<file path="config.mk">
export PLATFORM = sky130hd
export DESIGN_NAME = esc_pulse_transmitter
export DESIGN_NICKNAME = d
export VERILOG_FILES = /design/src/rtl/fc_pkg.sv /design/src/rtl/pulse_timebase.sv /design/src/rtl/esc_pulse_transmitter.sv
export SDC_FILE = /design/constraint.sdc
export NUM_CORES = 1
export LEC_CHECK = 0
export BUFFER_PORTS_ARGS = -buffer_cell sky130_fd_sc_hd__buf_2
export CAP_MARGIN = 20
export CORE_ASPECT_RATIO = 1.25
export CORE_MARGIN = 5
export CORE_UTILIZATION = 30
export CTS_BUF_LIST = sky130_fd_sc_hd__clkbuf_16
export DETAILED_ROUTE_END_ITERATION = 10
export SLEW_MARGIN = 5
export SYNTH_ARGS = -nofsm -noshare
export SYNTH_HDL_FRONTEND = slang
export SYNTH_SLANG_ARGS = --single-unit
</file>
<file path="constraint.sdc">
create_clock -name clk -period 10 [get_ports clk]
set_input_delay 3 -clock clk [delete_from_list [all_inputs] [get_ports clk]]
set_output_delay 3 -clock clk [all_outputs]
set_load 0.005 [all_outputs]
</file>
<file path="src/rtl/fc_pkg.sv">
// Shared types and default timing constants for the ESC pulse path.
package fc_pkg;

  localparam int CMD_W        = 8;
  localparam int DEF_MIN_US   = 1000;
  localparam int DEF_MAX_US   = 2000;
  localparam int DEF_FRAME_US = 2500;

  typedef enum logic [1:0] {
    ST_DISARMED = 2'd0,
    ST_ARMING   = 2'd1,
    ST_ARMED    = 2'd2,
    ST_FAILSAFE = 2'd3
  } state_t;

  // Throttle-to-extra-microseconds: (cmd * span) >> 8 in a 19-bit product.
  function automatic logic [18:0] scale_cmd(input logic [CMD_W-1:0] c, input int span);
    logic [18:0] prod;
    prod = 19'(c) * 19'(span);
    return prod >> 8;
  endfunction

endpackage

</file>
<file path="src/rtl/pulse_timebase.sv">
// Prescaler plus microsecond-in-frame counter; frame_tick marks the first clk of a frame.
module pulse_timebase #(
  parameter int TICKS_PER_US = 12,
  parameter int FRAME_US     = 2500,
  parameter int UW           = (FRAME_US > 1) ? $clog2(FRAME_US) : 1
)(
  input  logic          i_clk,
  input  logic          i_rst,
  output logic          o_us_tick,
  output logic          o_frame_tick,
  output logic [UW-1:0] o_us_cnt
);
  localparam int PW = (TICKS_PER_US > 1) ? $clog2(TICKS_PER_US) : 1;

  logic [PW-1:0] r_pre;
  logic [UW-1:0] r_us;

  assign o_us_tick    = (r_pre == PW'(TICKS_PER_US - 1));
  assign o_frame_tick = (r_pre == '0) && (r_us == '0);
  assign o_us_cnt     = r_us;

  // Prescaler wraps every TICKS_PER_US clks and advances the frame position.
  always_ff @(posedge i_clk or posedge i_rst) begin
    if (i_rst) begin
      r_pre <= '0;
      r_us  <= '0;
    end else if (o_us_tick) begin
      r_pre <= '0;
      r_us  <= (r_us == UW'(FRAME_US - 1)) ? '0 : r_us + UW'(1);
    end else begin
      r_pre <= r_pre + PW'(1);
    end
  end

endmodule

</file>
<file path="src/rtl/esc_pulse_transmitter.sv">
// RC/ESC servo pulse transmitter: frame-aligned command latch, arming FSM, timeout failsafe.
module esc_pulse_transmitter
  import fc_pkg::*;
#(
  parameter int TICKS_PER_US   = 12,
  parameter int FRAME_US       = DEF_FRAME_US,
  parameter int MIN_US         = DEF_MIN_US,
  parameter int MAX_US         = DEF_MAX_US,
  parameter int ARM_FRAMES     = 10,
  parameter int TIMEOUT_FRAMES = 20
)(
  input  logic             clk,
  input  logic             rst,
  input  logic             cmd_valid,
  output logic             cmd_ready,
  input  logic [CMD_W-1:0] cmd,
  input  logic             arm_req,
  output logic             pulse_out,
  output logic             frame_start,
  output logic             armed,
  output logic             failsafe
);
  localparam int UW = (FRAME_US > 1) ? $clog2(FRAME_US) : 1;
  localparam int AW = $clog2(ARM_FRAMES + 1);
  localparam int TW = $clog2(TIMEOUT_FRAMES + 1);

  logic             w_us_tick, w_frame_tick;
  logic [UW-1:0]    w_us_cnt;
  logic             w_accept, w_acc_frame;
  logic [CMD_W-1:0] w_next_cmd;
  logic [UW-1:0]    w_width;
  state_t           r_state, w_state_nxt;
  logic [AW-1:0]    r_arm_cnt, w_arm_cnt_nxt;
  logic [TW-1:0]    r_to_cnt, w_to_cnt_nxt;
  logic [CMD_W-1:0] r_pend, r_active;
  logic             r_pend_full, r_acc_seen;
  logic [UW-1:0]    r_width;
  logic             r_pulse, r_at_end, r_frame_start, r_armed, r_failsafe;

  pulse_timebase #(.TICKS_PER_US(TICKS_PER_US), .FRAME_US(FRAME_US), .UW(UW)) u_tb (
    .i_clk        (clk),
    .i_rst        (rst),
    .o_us_tick    (w_us_tick),
    .o_frame_tick (w_frame_tick),
    .o_us_cnt     (w_us_cnt)
  );

  // One pending slot; the frame boundary always drains it, so a stalled sender lands there.
  assign cmd_ready   = ~rst & (~r_pend_full | w_frame_tick);
  assign w_accept    = cmd_valid & cmd_ready;
  assign w_next_cmd  = w_accept ? cmd : (r_pend_full ? r_pend : r_active);
  assign w_acc_frame = r_acc_seen | w_accept;

  // Pending register and active command; active only changes on the frame boundary.
  always_ff @(posedge clk or posedge rst) begin
    if (rst) begin
      r_pend      <= '0;
      r_pend_full <= 1'b0;
      r_active    <= '0;
      r_acc_seen  <= 1'b0;
    end else if (w_frame_tick) begin
      r_active    <= w_next_cmd;
      r_pend_full <= 1'b0;
      r_acc_seen  <= 1'b0;
    end else if (w_accept) begin
      r_pend      <= cmd;
      r_pend_full <= 1'b1;
      r_acc_seen  <= 1'b1;
    end
  end

  // Next state and frame counters, evaluated only at the frame boundary.
  always_comb begin
    w_state_nxt   = r_state;
    w_arm_cnt_nxt = r_arm_cnt;
    w_to_cnt_nxt  = r_to_cnt;
    if (w_frame_tick) begin
      unique case (r_state)
        ST_DISARMED: begin
          if (arm_req && (w_next_cmd == '0)) begin
            w_to_cnt_nxt = '0;
            if (ARM_FRAMES <= 1) begin
              w_state_nxt = ST_ARMED;
            end else begin
              w_state_nxt   = ST_ARMING;
              w_arm_cnt_nxt = AW'(1);
            end
          end
        end
        ST_ARMING: begin
          if (arm_req && (w_next_cmd == '0)) begin
            w_arm_cnt_nxt = r_arm_cnt + AW'(1);
            if (w_arm_cnt_nxt == AW'(ARM_FRAMES)) begin
              w_state_nxt   = ST_ARMED;
              w_arm_cnt_nxt = '0;
              w_to_cnt_nxt  = '0;
            end
          end else begin
            w_state_nxt   = ST_DISARMED;
            w_arm_cnt_nxt = '0;
          end
        end
        ST_ARMED: begin
          if (!arm_req) begin
            w_state_nxt  = ST_DISARMED;
            w_to_cnt_nxt = '0;
          end else if (w_acc_frame) begin
            w_to_cnt_nxt = '0;
          end else begin
            w_to_cnt_nxt = r_to_cnt + TW'(1);
            if (w_to_cnt_nxt == TW'(TIMEOUT_FRAMES)) begin
              w_state_nxt  = ST_FAILSAFE;
              w_to_cnt_nxt = '0;
            end
          end
        end
        ST_FAILSAFE: begin
          if (!arm_req) w_state_nxt = ST_DISARMED;
        end
        default: w_state_nxt = ST_DISARMED;
      endcase
    end
  end

  // Width for the frame about to start, from post-update state and command.
  always_comb begin
    w_width = UW'(MIN_US);
    if (w_state_nxt == ST_ARMED)
      w_width = UW'(MIN_US + int'(scale_cmd(w_next_cmd, MAX_US - MIN_US)));
  end

  // State register and registered flags; flags move together with frame_start.
  always_ff @(posedge clk or posedge rst) begin
    if (rst) begin
      r_state    <= ST_DISARMED;
      r_arm_cnt  <= '0;
      r_to_cnt   <= '0;
      r_armed    <= 1'b0;
      r_failsafe <= 1'b0;
    end else begin
      r_state    <= w_state_nxt;
      r_arm_cnt  <= w_arm_cnt_nxt;
      r_to_cnt   <= w_to_cnt_nxt;
      r_armed    <= (w_state_nxt == ST_ARMED);
      r_failsafe <= (w_state_nxt == ST_FAILSAFE);
    end
  end

  // Pulse rises with frame_start; r_at_end flags the clk just past width_us microseconds.
  always_ff @(posedge clk or posedge rst) begin
    if (rst) begin
      r_width       <= UW'(MIN_US);
      r_pulse       <= 1'b0;
      r_at_end      <= 1'b0;
      r_frame_start <= 1'b0;
    end else begin
      r_frame_start <= w_frame_tick;
      r_at_end      <= w_us_tick && (w_us_cnt == r_width - UW'(1));
      if (w_frame_tick) begin
        r_width <= w_width;
        r_pulse <= 1'b1;
      end else if (r_at_end) begin
        r_pulse <= 1'b0;
      end
    end
  end

  assign pulse_out   = r_pulse;
  assign frame_start = r_frame_start;
  assign armed       = r_armed;
  assign failsafe    = r_failsafe;

endmodule

</file>
=== Word-level counts from Yosys, hierarchy flattened ===
Cells that the tools add are included.

* $add $sub $neg: 6
* $mul: 1
* Equal/unequal tests: 13
* Mux-type cells: 29
* Bitwise operators: 7
* Reduce and logical (&&, ||, !) cells: 14

{| class="wikitable"
|+ Operators by type and width
! operator !! number
|-
| $mux W5 || 6
|-
| $mux W2 || 8
|-
| $mux W4 || 4
|-
| $mux W8 || 2
|-
| $mul A8 B7 Y15 const B || 1
|-
| $pmux W5 S3 || 1
|-
| $add A12 B1 Y12 const B || 1
|-
| $eq A12 B12 Y1 || 1
|-
| $eq A12 B12 Y1 const B || 1
|-
| $logic_not A12 Y1 || 1
|-
| $mux W12 || 1
|-
| $sub A12 B1 Y12 const B || 1
|-
| $add A10 B10 Y11 const A || 1
|-
| $mux W11 || 1
|-
| $add A4 B1 Y4 const B || 2
|-
| $eq A2 B2 Y1 const B || 4
|-
| $eq A4 B4 Y1 const B || 2
|-
| $logic_not A8 Y1 || 1
|-
| $pmux W2 S4 || 1
|-
| $pmux W4 S2 || 1
|-
| $ne A2 B2 Y1 const B || 3
|-
| $reduce_bool A2 Y1 || 3
|-
| $add A5 B1 Y5 const B || 1
|-
| $eq A5 B5 Y1 const B || 1
|-
| other kinds (12) || 21
|}

* Bits in registers: 61
* Bits of input ports: 12
* Output and inout bits: 5
* Word-level logic and storage cells: 84

=== Logic depth before layout (Yosys ltp) ===
Gate-level depths: netlist of run 1.

* Depth after elaboration: 13
* Gate-level depth with buffers: 27

=== By module ===
From an unflattened synthesis of run 1, not the netlist that was laid out.

* Cells, all modules: 517
* Area total of the unflattened synthesis: 4981.0 um^2

{| class="wikitable"
|+ Modules (own cells, without submodules)
! module !! instances !! cells an instance !! area an instance (um^2)
|-
| esc_pulse_transmitter || 1 || 434 || 4117.7
|-
| pulse_timebase || 1 || 83 || 863.3
|}

=== Least setup slack after synthesis of run 1 ===
OpenSTA, ideal clock, no wires.

* Path type: input -> register
* Start: input port rst
* End: register r_width[9]
* Data arrival time: 9.590 ns
* Data required time: 9.918 ns
* Slack: 0.328 ns
* Cell stages on the path: 23
* Cells stage by stage: inv_1 -> nand2_1 -> nor2_1 -> clkbuf_1 -> nand2_1 -> o21ai_0 -> ha_1 -> ha_1 -> xor2_1 -> ha_1 -> fa_1 -> fa_1 -> ha_1 -> a21o_1 -> a31o_4 -> a21o_1 -> a21oi_1 -> xnor2_1 -> ha_1 -> nor3_1 -> a32oi_2 -> o211a_1 -> nor3_1

* Word-level cells in the longest chain between the ends: 11

{| class="wikitable"
|+ RTL lines
! what !! line !! RTL
|-
| start: declaration || esc_pulse_transmitter.sv:13 || <nowiki>input logic rst,</nowiki>
|-
| $not A1 Y1 (*) || esc_pulse_transmitter.sv:49 || <nowiki>assign cmd_ready = ~rst & (~r_pend_full | w_frame_tick);</nowiki>
|-
| $and A1 B1 Y1 (*) || esc_pulse_transmitter.sv:49 ||
|-
| $and A1 B1 Y1 (*) || esc_pulse_transmitter.sv:50 || <nowiki>assign w_accept = cmd_valid & cmd_ready;</nowiki>
|-
| $mux W8 (*) || esc_pulse_transmitter.sv:51 || <nowiki>assign w_next_cmd = w_accept ? cmd : (r_pend_full ? r_pend : r_active);</nowiki>
|-
| net w_next_cmd[0] || esc_pulse_transmitter.sv:30 || <nowiki>logic [CMD_W-1:0] w_next_cmd;</nowiki>
|-
| branches (longest 6 deep; another with $mul A8 B7 Y15) || -- ||
|-
| $mux W11 (*) || esc_pulse_transmitter.sv:128 || <nowiki>if (w_state_nxt == ST_ARMED)</nowiki>
|-
| end signal: assignment || esc_pulse_transmitter.sv:152 || <nowiki>r_width <= UW'(MIN_US);</nowiki>
|-
| end signal: assignment || esc_pulse_transmitter.sv:160 || <nowiki>r_width <= w_width;</nowiki>
|-
| end: declaration || esc_pulse_transmitter.sv:37 || <nowiki>logic [UW-1:0] r_width;</nowiki>
|}

Mark *: on every way through the listed nets, which the timed path passes.
A chain may end at the register's enable or synchronous reset.

=== Worst setup path after layout of run 1 ===
Same ends and word-level chain as after synthesis.

==> results of run 1 <==
[cells in the final DEF (no fill, tap or decap), types with 21 or more instances in the layout]
master and n:
dfrtp_1 54, ha_1 51, nand2_1 50, inv_1 46
nor2_1 39, o21ai_0 30, a21oi_1 26, xor2_1 23
xnor2_1 21
[routing by layer]
metal / global-route usage / wire length (um) / vias up
met2: 0.203 / 5590 / 55
met3: 0.0226 / 228 / 15
met5: 0 / 0 / -
met1: 0.128 / 4570 / 1877
met4: 0.0439 / 198 / 0
li1: - / - / 1914
[stage by stage]
stage | cell area, sq um | utilization | hold WS [ns] | worst slack [ns] | total power, mW
floorplan | 4970 | - | 0.400 | 0.328 | 1.42
global placement | 5250 | 0.323 | 0.406 | 1.11 | 1.64
detailed placement | 5250 | 0.323 | 0.415 | 0.911 | 1.66
CTS | 5540 | 0.341 | 0.420 | 1.25 | 1.98
global route | 5550 | 0.341 | 0.446 | 1.41 | 2.14
finish | 5550 | 0.341 | 0.419 | 1.80 | 1.96
[how the worst max path moves through the flow]
| stage | from | slack [ns] | endpoint | cells past startpoint |
|---|---|---|---|---|
| floorplan | rst | 0.33 | r_width[9] | 23 |
| global placement | rst | 1.11 | r_width[9] | 22 |
| detailed placement | rst | 0.91 | r_width[9] | 22 |
| CTS | rst | 1.25 | r_width[9] | 22 |
| global route | rst | 1.41 | r_width[9] | 23 |
| finish | rst | 1.80 | r_width[9] | 23 |
[power breakdown]
group	leakage (nW)	internal [mW]	switching (mW)
sequential	0.763	0.252	0.00672
clock	0.135	0.191	0.116
combinational	1.68	0.610	0.784
total	2.58	1.05	0.907
[layout make-up]
cell class,count,area share
clock inverter,7,0.0124
sequential,60,0.272
tap,216,0.0487
timing repair buffer,18,0.0171
inverter,47,0.0318
multi-input combinational,412,0.577
clock buffer,9,0.0406
[cell families after synthesis]
| family | Yosys count | synth area share |
|---|---|---|
| fa+ha+maj | 69 | 0.201 |
| compound gates | 107 | 0.148 |
| simple gates | 174 | 0.179 |
| xor+xnor | 44 | 0.0775 |
| mux | 18 | 0.0387 |
| buf+inv | 64 | 0.0526 |
| flops | 60 | 0.303 |
[critical path: stages]
cell	delay (ns)
buf_2	0.11
inv_2	0.04
nand2_1	0.13
nor2_1	0.07
buf_4	0.20
o21ai_0	0.48
ha_1	0.37
ha_1	0.33
xor2_1	0.17
ha_1	0.29
fa_1	0.54
fa_1	0.44
ha_1	0.36
a21o_1	0.20
a31o_4	0.23
a21o_1	0.20
a21oi_1	0.20
xnor2_1	0.10
ha_1	0.25
nor3_1	0.22
a32oi_2	0.10
o211a_1	0.26
nor3_1	0.17
[flip-flops by register name, summed over array words and instances (netlist names)]
| name | flops |
|---|---|
| armed | 1 |
| failsafe | 1 |
| frame_start | 1 |
| pulse_out | 1 |
| r_acc_seen | 1 |
| r_active | 8 |
| r_arm_cnt | 4 |
| r_at_end | 1 |
| r_pend | 8 |
| r_state | 2 |
| r_to_cnt | 5 |
| r_width | 11 |
| u_tb.o_us_cnt | 12 |
| u_tb.r_pre | 4 |
==> reports/metrics.yaml, run 1 <==
clock_network:
  htreeDepth: 3
  cts_sinks: 60
  cts_resized: 0
  cts_tree: "done"
  clk_latency_ns: 0.33
  clk_path_buf_depth: 2
  cts_setup_buffers: 0
  cts_root_buf: "clkbuf_16"
  clkSlewWorstSetupHoldPaths_ns: 0.05
  hold_buffers: 0
  cts_inserted_buffers: 9
min_path:
  hold_path.class: "flip-flop to flip-flop"
  hold_start: "r_at_end"
  holdPathEnd: "pulse_out"
  holdPathStages: 1
yosys:
  synth_area_leaders: "dfrtp_1 27%, ha_1 13%, fa_1 7.2%"
  synth-main-ff-cell: "dfrtp_1"
  ys_async_sr_fraction: 1.00
  synth_edf_count: 0
  synth_seq_area_share: 0.303
  synth_top_area_cell: "dfrtp_1"
  ys_warn_count: 0
  ys_ff_latch: 60
  synth.distinct_cells: 64
  synth_commonest_cells: "54 x dfrtp_1, 51 x ha_1, 50 x nand2_1"
  synth_area_sq_um: 4970
  syn_inst: 536
  syn_nets: 617
  yosysMostFrequentCell: "dfrtp_1"
  synth_top_cell_area_share: 0.272
  postSynthAreaPerCell_sq_um: 9.28
final_layout:
  insertedDiodeCount: 0
  syn_to_final_growth_pct: 11.5
  instances_no_fill: 769
  multi_input_area_sq_um: 3200
  seqCellArea_sq_um: 1510
  drive_gt1_frac: 0.118
  fin_nets: 629
  fillers: 1660
floorplan:
  design.portCount: 17
  die_w_um: 125
  die-area_sq_um: 19300
  start_util: 0.306
  fp.coreArea_sq_um: 16300
  die_y_um: 154
  rows: 52
critical_path:
  crit_required_ns: 10.25
  cp-start-kind: "input port"
  rr_worst_depth: 22
  cp_max_fo: 17
  crit_type: "input port to flip-flop"
  endpoint_kind: "flip-flop"
  arrival_ns: 8.45
  r2r_start: "r_acc_seen"
  reg2reg_setup_slack_ns: 3.40
  rr_endpoint: "r_width[9]"
timing:
  fmax_ghz: 0.122
  period_needed_ns: 8.20
  rsz0062_at_grt: "false"
  setup_tns_ns: 0
  final_hold_viol_count: 0
  maxSlewViolCount: 0
  clock_skew_ns: 0.00705
  period_share: 0.820
  worst_slew_pin_slew_ns: 0.769
  relSlewSlack: 0.488
  setup_viol: 0
drt:
  routed_wl_um: 10600
  firstDrtPassIters: 4
  post-route-drc-count: 0
  routedWlPerCell_um: 13.8
  drt_iter0_drc: 175
  vias_per_cell: 5.02
  postRouteAntennaNets: 0
  vias: 3861
grt:
  grt_pass1_wl_um: 17900
  grt_max_degree: 61
  grt_pass1_vias: 3934
  overflow: 0
  grtUsageTotal: 0.112
  antenna_found_initial: 0
placed_design:
  place.gp.congestion: 0.851
  dp.cells: 752
  place_hpwl_um: 8180
  port_buffers: 16
job:
  maxCapViolCount: 0
power_and_ir_drop:
  powerDensity_nw_per_um2: 353
  leakagePower_nw: 2.58
  vdd_drop_max_v: 0.000205
outcome:
  outcome: "complete, no violations"
(Power assumes the default switching activity.)
==> inputs of run 2 (changes only) <==
==> constraint.sdc (replaced) <==
create_clock -name clk -period 7.15 [get_ports clk]
set_input_delay 2.145 -clock clk [delete_from_list [all_inputs] [get_ports clk]]
set_output_delay 2.145 -clock clk [all_outputs]
set_load 0.005 [all_outputs]
==> reports/metrics.yaml, run 2 (synthesized netlist as in run 1, its figures left out) <==
outcome:
  outcome: "complete, no violations"
final_layout:
  drive_gt1_frac: 0.179
  insertedDiodeCount: 0
  largest_reg_flops: 12
  final_common_cell: "dfrtp_1"
  fin_nets: 641
  syn_to_final_growth_pct: 16.2
  layout_common_cells: "54 x dfrtp_1, 49 x nand2_1, 45 x inv_1, 43 x ha_1, 38 x nor2_1"
  instances_no_fill: 781
placed_design:
  place_hpwl_um: 8230
  place_ws_ns: 0.0566
  dp.cells: 765
  place.gp.congestion: 0.808
  port_buffers: 16
power_and_ir_drop:
  internal-power_mw: 1.68
  pwr-share-comb: 0.749
  vdd_drop_max_v: 0.000411
  leakagePower_nw: 2.63
  p_seq_frac: 0.119
  switching_share: 0.447
  clkPwrFrac: 0.133
  powerDensity_nw_per_um2: 526
  p_sw_mw: 1.36
timing:
  fmax_ghz: 0.147
  rsz0062_at_grt: "false"
  setup_viol: 0
  period_share: 0.954
  period_needed_ns: 6.82
  worst_slew_pin_slew_ns: 0.776
  maxSlewViolCount: 0
  post-route-worst-setup-slack_ns: 0.326
  final_hold_viol_count: 0
  clock_skew_ns: 0.00805
  relSlewSlack: 0.482
clock_network:
  cts_resized: 0
  cts_sinks: 60
  clkSlewWorstSetupHoldPaths_ns: 0.05
  cts_inserted_buffers: 9
  hold_buffers: 0
  cts_setup_buffers: 0
  htreeDepth: 3
  clk_path_buf_depth: 2
  cts_root_buf: "clkbuf_16"
  cts_tree: "done"
  clk_latency_ns: 0.33
grt:
  grt_pass1_vias: 3962
  grt_max_degree: 61
  grtUsageTotal: 0.113
  antenna_found_initial: 0
  overflow: 0
  grt_pass1_wl_um: 18300
drt:
  routedWlPerCell_um: 13.7
  post-route-drc-count: 0
  routed_wl_um: 10700
  firstDrtPassIters: 4
  postRouteAntennaNets: 0
  drt_iter0_drc: 174
  vias_per_cell: 5.06
  vias: 3951
floorplan:
  design.portCount: 17
  die_w_um: 125
  start_util: 0.306
  rows: 52
  die-area_sq_um: 19300
  fp.coreArea_sq_um: 16300
  die_y_um: 154
min_path:
  hold_path.class: "flip-flop to flip-flop"
critical_path:
  crit_type: "input port to flip-flop"
  endpoint_kind: "flip-flop"
  arrival_ns: 7.07
  crit_required_ns: 7.40
  cp-start-kind: "input port"
  cp_max_fo: 12
job:
  maxCapViolCount: 0
## run 2: cell count changes in the layout (fill, tap and decap cells not counted), sizes merged
cell	before	now
buf	18	30
bufinv	1	0
clkinv	1	2
clkinvlp	4	3
inv	48	49
## run 2: worst max-delay path: stages
cell and delay (ns):
buf_2 0.12, clkinvlp_4 0.08, nand2_4 0.07, nor2_4 0.27, nor2_1 0.10, a21oi_2 0.18
buf_4 0.15, xor2_1 0.25, ha_1 0.30, fa_1 0.54, fa_1 0.43, ha_1 0.34
ha_4 0.28, and3_1 0.14, a21oi_1 0.10, inv_1 0.08, a2111o_1 0.46, a2111oi_0 0.46
a211oi_1 0.13, o211a_1 0.24, nor3_1 0.17
## run 2: cell type report
| class | instances | area, sq um |
|---|---|---|
| fillers | 1659 | 10500 |
| multi-input cells | 412 | 3360 |
| flip-flops and latches | 60 | 1510 |
| well taps | 216 | 270 |
| clock buffers | 9 | 225 |
| repair buffers | 30 | 185 |
| inverters | 47 | 180 |
| clock inverters | 7 | 50.0 |
## run 2: path summary, 6_finish.rpt
kind                            start  cells after the start  slack, ns             to
min in group asynchronous         rst                      3       2.14   r_arm_cnt[2]
min reg2reg                  r_at_end                      1       0.43      pulse_out
max reg2reg                r_acc_seen                     21       1.09     r_width[9]
max in group asynchronous         rst                      3       4.52  u_tb.r_pre[1]
max                               rst                     21       0.33     r_width[9]
min                          r_at_end                      1       0.43      pulse_out
## run 2: metrics by stage
stage / util / power [mW] / TNS, ns / hold slack [ns] / area (sq um)
final: 0.356 / 3.04 / 0 / 0.432 / 5780
after CTS: 0.356 / 3.08 / 0 / 0.441 / 5780
after global routing: 0.356 / 3.36 / 0 / 0.465 / 5780
after detailed placement: 0.339 / 2.65 / 0 / 0.415 / 5510
after global placement: 0.339 / 2.63 / 0 / 0.413 / 5510
after floorplan: - / 2.23 / -2.20 / 0.400 / 5150
## run 2: power by group through the flow
stage	logic, mW	clock network (mW)	registers [mW]
after floorplan	1.87	0	0.364
after global placement	2.26	0	0.366
after detailed placement	2.29	0	0.367
after CTS	2.31	0.412	0.361
after global routing	2.56	0.429	0.362
final	2.28	0.404	0.361
## run 2: per-layer routing
metal  global-route usage  vias to the layer above  part of all wire
met4               0.0387                        0             0.014
met1                0.135                     1943              0.43
li1                     -                     1941                 -
met5                    0                        -                 0
met2                0.205                       59              0.53
met3               0.0201                        8             0.026
==> inputs of run 3 (changes only) <==
--- a/config.mk
+++ b/config.mk
@@ -15,4 +15,5 @@
 export SLEW_MARGIN = 5
 export SYNTH_ARGS = -nofsm -noshare
 export SYNTH_HDL_FRONTEND = slang
+export SYNTH_HIERARCHICAL = 1
 export SYNTH_SLANG_ARGS = --single-unit
==> reports/metrics.yaml, run 3 <==
outcome:
  outcome: "complete, no violations"
min_path:
  hold_start: "r_at_end"
  holdPathStages: 1
  holdPathEnd: "pulse_out"
  hold_path.class: "flip-flop to flip-flop"
clock_network:
  hold_buffers: 0
  htreeDepth: 3
  cts_sinks: 60
  cts_root_buf: "clkbuf_16"
  clkSlewWorstSetupHoldPaths_ns: 0.05
  clk_path_buf_depth: 2
  clk_latency_ns: 0.33
  cts_tree: "done"
  cts_inserted_buffers: 9
timing:
  hold_slack_ns: 0.447
  setup_viol: 0
  maxSlewViolCount: 0
  rsz0062_at_grt: "false"
  relSlewSlack: 0.393
  fmax_ghz: 0.145
  clock_skew_ns: 0.00753
  final_hold_viol_count: 0
  setup_tns_ns: 0
  period_needed_ns: 6.91
  worst_slew_pin_slew_ns: 0.905
  period_share: 0.966
final_layout:
  multi_input_area_sq_um: 3400
  drive_gt1_frac: 0.232
  fillers: 1622
  insertedDiodeCount: 0
  fin_area_sq_um: 6130
  seqCellArea_sq_um: 1510
  syn_to_final_growth_pct: 23.0
  final_core_util: 0.377
  largest_reg_flops: 12
  layout_common_cells: "54 x inv_1, 54 x dfrtp_1, 51 x ha_1, 39 x nor2_1, 38 x buf_4"
  fin_nets: 662
job:
  maxCapViolCount: 0
drt:
  postRouteAntennaNets: 0
  firstDrtPassIters: 4
  vias_per_cell: 4.99
  vias: 3986
  routedWlPerCell_um: 14.7
  routed_wl_um: 11800
  drt_iter0_drc: 144
  post-route-drc-count: 0
critical_path:
  endpoint_kind: "flip-flop"
  cp_max_fo: 5
  cp_slowest_cell: "fa_1"
  cp-start-kind: "input port"
  r2r_start: "u_tb/o_us_cnt[0]"
  critical_path.max_stage_delay_ns: 0.58
  arrival_ns: 7.15
  crit_type: "input port to flip-flop"
  crit_chain: "buf_2 > nor2b_4 > buf_12 > nand2_8 > nor2_2 > a21oi_4 > inv_2 > fa_1 > fa_1 > fa_1 > fa_1 > inv_1 > ha_2 > a41o_1 > a211oi_2 > and3b_1 > a211o_1 > nor3b_2 > a211oi_4 > nor4b_2 > o311a_1 > nor3_1"
  reg2reg_setup_slack_ns: 0.49
  critPathLaunch: "cmd_valid"
  path_common_cell: "fa_1"
  rr_worst_depth: 25
  crit_required_ns: 7.39
  rr_endpoint: "r_width[9]"
power_and_ir_drop:
  vdd_drop_max_v: 0.000359
  powerDensity_nw_per_um2: 537
  leakagePower_nw: 2.82
yosys:
  postSynthAreaPerCell_sq_um: 9.63
  synth.distinct_cells: 72
  synth_area_sq_um: 4980
  syn_nets: 602
  syn_inst: 517
  ys_ff_latch: 60
  synth_area_leaders: "dfrtp_1 27%, ha_1 13%, fa_1 8.0%"
  ys_warn_count: 6
  yosysMostFrequentCell: "inv_1"
  synth_edf_count: 0
  synth_top_cell_area_share: 0.271
  synth_commonest_cells: "57 x inv_1, 54 x dfrtp_1, 53 x ha_1"
  ys_async_sr_fraction: 1.00
  synth-main-ff-cell: "dfrtp_1"
  synth_top_area_cell: "dfrtp_1"
  synth_seq_area_share: 0.303
floorplan:
  die_y_um: 154
  die-area_sq_um: 19300
  rows: 52
  start_util: 0.306
  die_w_um: 125
  fp.coreArea_sq_um: 16300
  design.portCount: 17
grt:
  overflow: 0
  antenna_found_initial: 0
  grt_pass1_vias: 4205
  grt_max_degree: 45
  grtUsageTotal: 0.124
  grt_pass1_wl_um: 20000
placed_design:
  place_hpwl_um: 9110
  port_buffers: 16
  placed_cell_area_sq_um: 5700
  place.gp.congestion: 0.881
-- run 3: worst max-delay path, delay by kind of cell --
kind	cells	cell delay [ns]
and+or+nand+nor	7	1.14
AOI/OAI and AO/OA	6	1.22
adders and majority gates	5	2.26
buffers and inverters	4	0.35
-- run 3: per-layer routing --
| metal | global-route usage | routed length [um] |
|---|---|---|
| met1 | 0.145 | 5060 |
| met2 | 0.228 | 6200 |
| met3 | 0.0153 | 193 |
| met4 | 0.0542 | 302 |
| met5 | 0 | 0 |
-- run 3: how the worst max path moves through the flow --
stage / end / slack [ns]
2_1_floorplan: r_width[9] / 0.002
3_3_place_gp: r_width[9] / -0.02
3_5_place_dp: r_width[9] / -0.19
4_1_cts: r_width[9] / 0.13
5_1_grt: r_width[10] / 0.005
6_report: r_width[9] / 0.24
-- run 3: power by group --
group	internal (mW)	total (mW)	leakage, nW	switching, mW
clock network	0.307	0.475	0.148	0.168
registers	0.351	0.359	0.762	0.00740
logic	1.21	2.45	1.91	1.24
-- run 3: logic make-up after synthesis --
family                     after synthesis  synth area share
and+or+nand+nor                        150             0.164
AOI/OAI and AO/OA                       99             0.136
adders and majority gates               73             0.214
buffers and inverters                   67            0.0525
DFF                                     60             0.303
xor gates and xnor gates                40            0.0703
muxes                                   28            0.0605
-- run 3: layout make-up --
type                       instances  area share
tap                              216      0.0441
timing repair buffer              56      0.0662
inverter                          58      0.0355
clock inverter                     7      0.0163
multi-input combinational        392       0.555
clock buffer                       9      0.0368
sequential                        60       0.246
-- run 3: stage by stage --
step / worst slack [ns] / instances / power (mW)
4_1_cts: 0.134 / 794 / 3.25
6_report: 0.244 / 798 / 3.29
3_3_place_gp: -0.0232 / 778 / 2.68
3_5_place_dp: -0.190 / 778 / 2.74
2_1_floorplan: 0.00221 / 517 / 1.98
5_1_grt: 0.00529 / 798 / 3.57
-- run 3: what timing repair did --
item | 4_1_cts | 5_1_grt
endpoints found under the setup margin | 0 | 2
resized for setup | 0 | 7
endpoints found under the hold margin | 0 | 0
setup buffers | 0 | 1
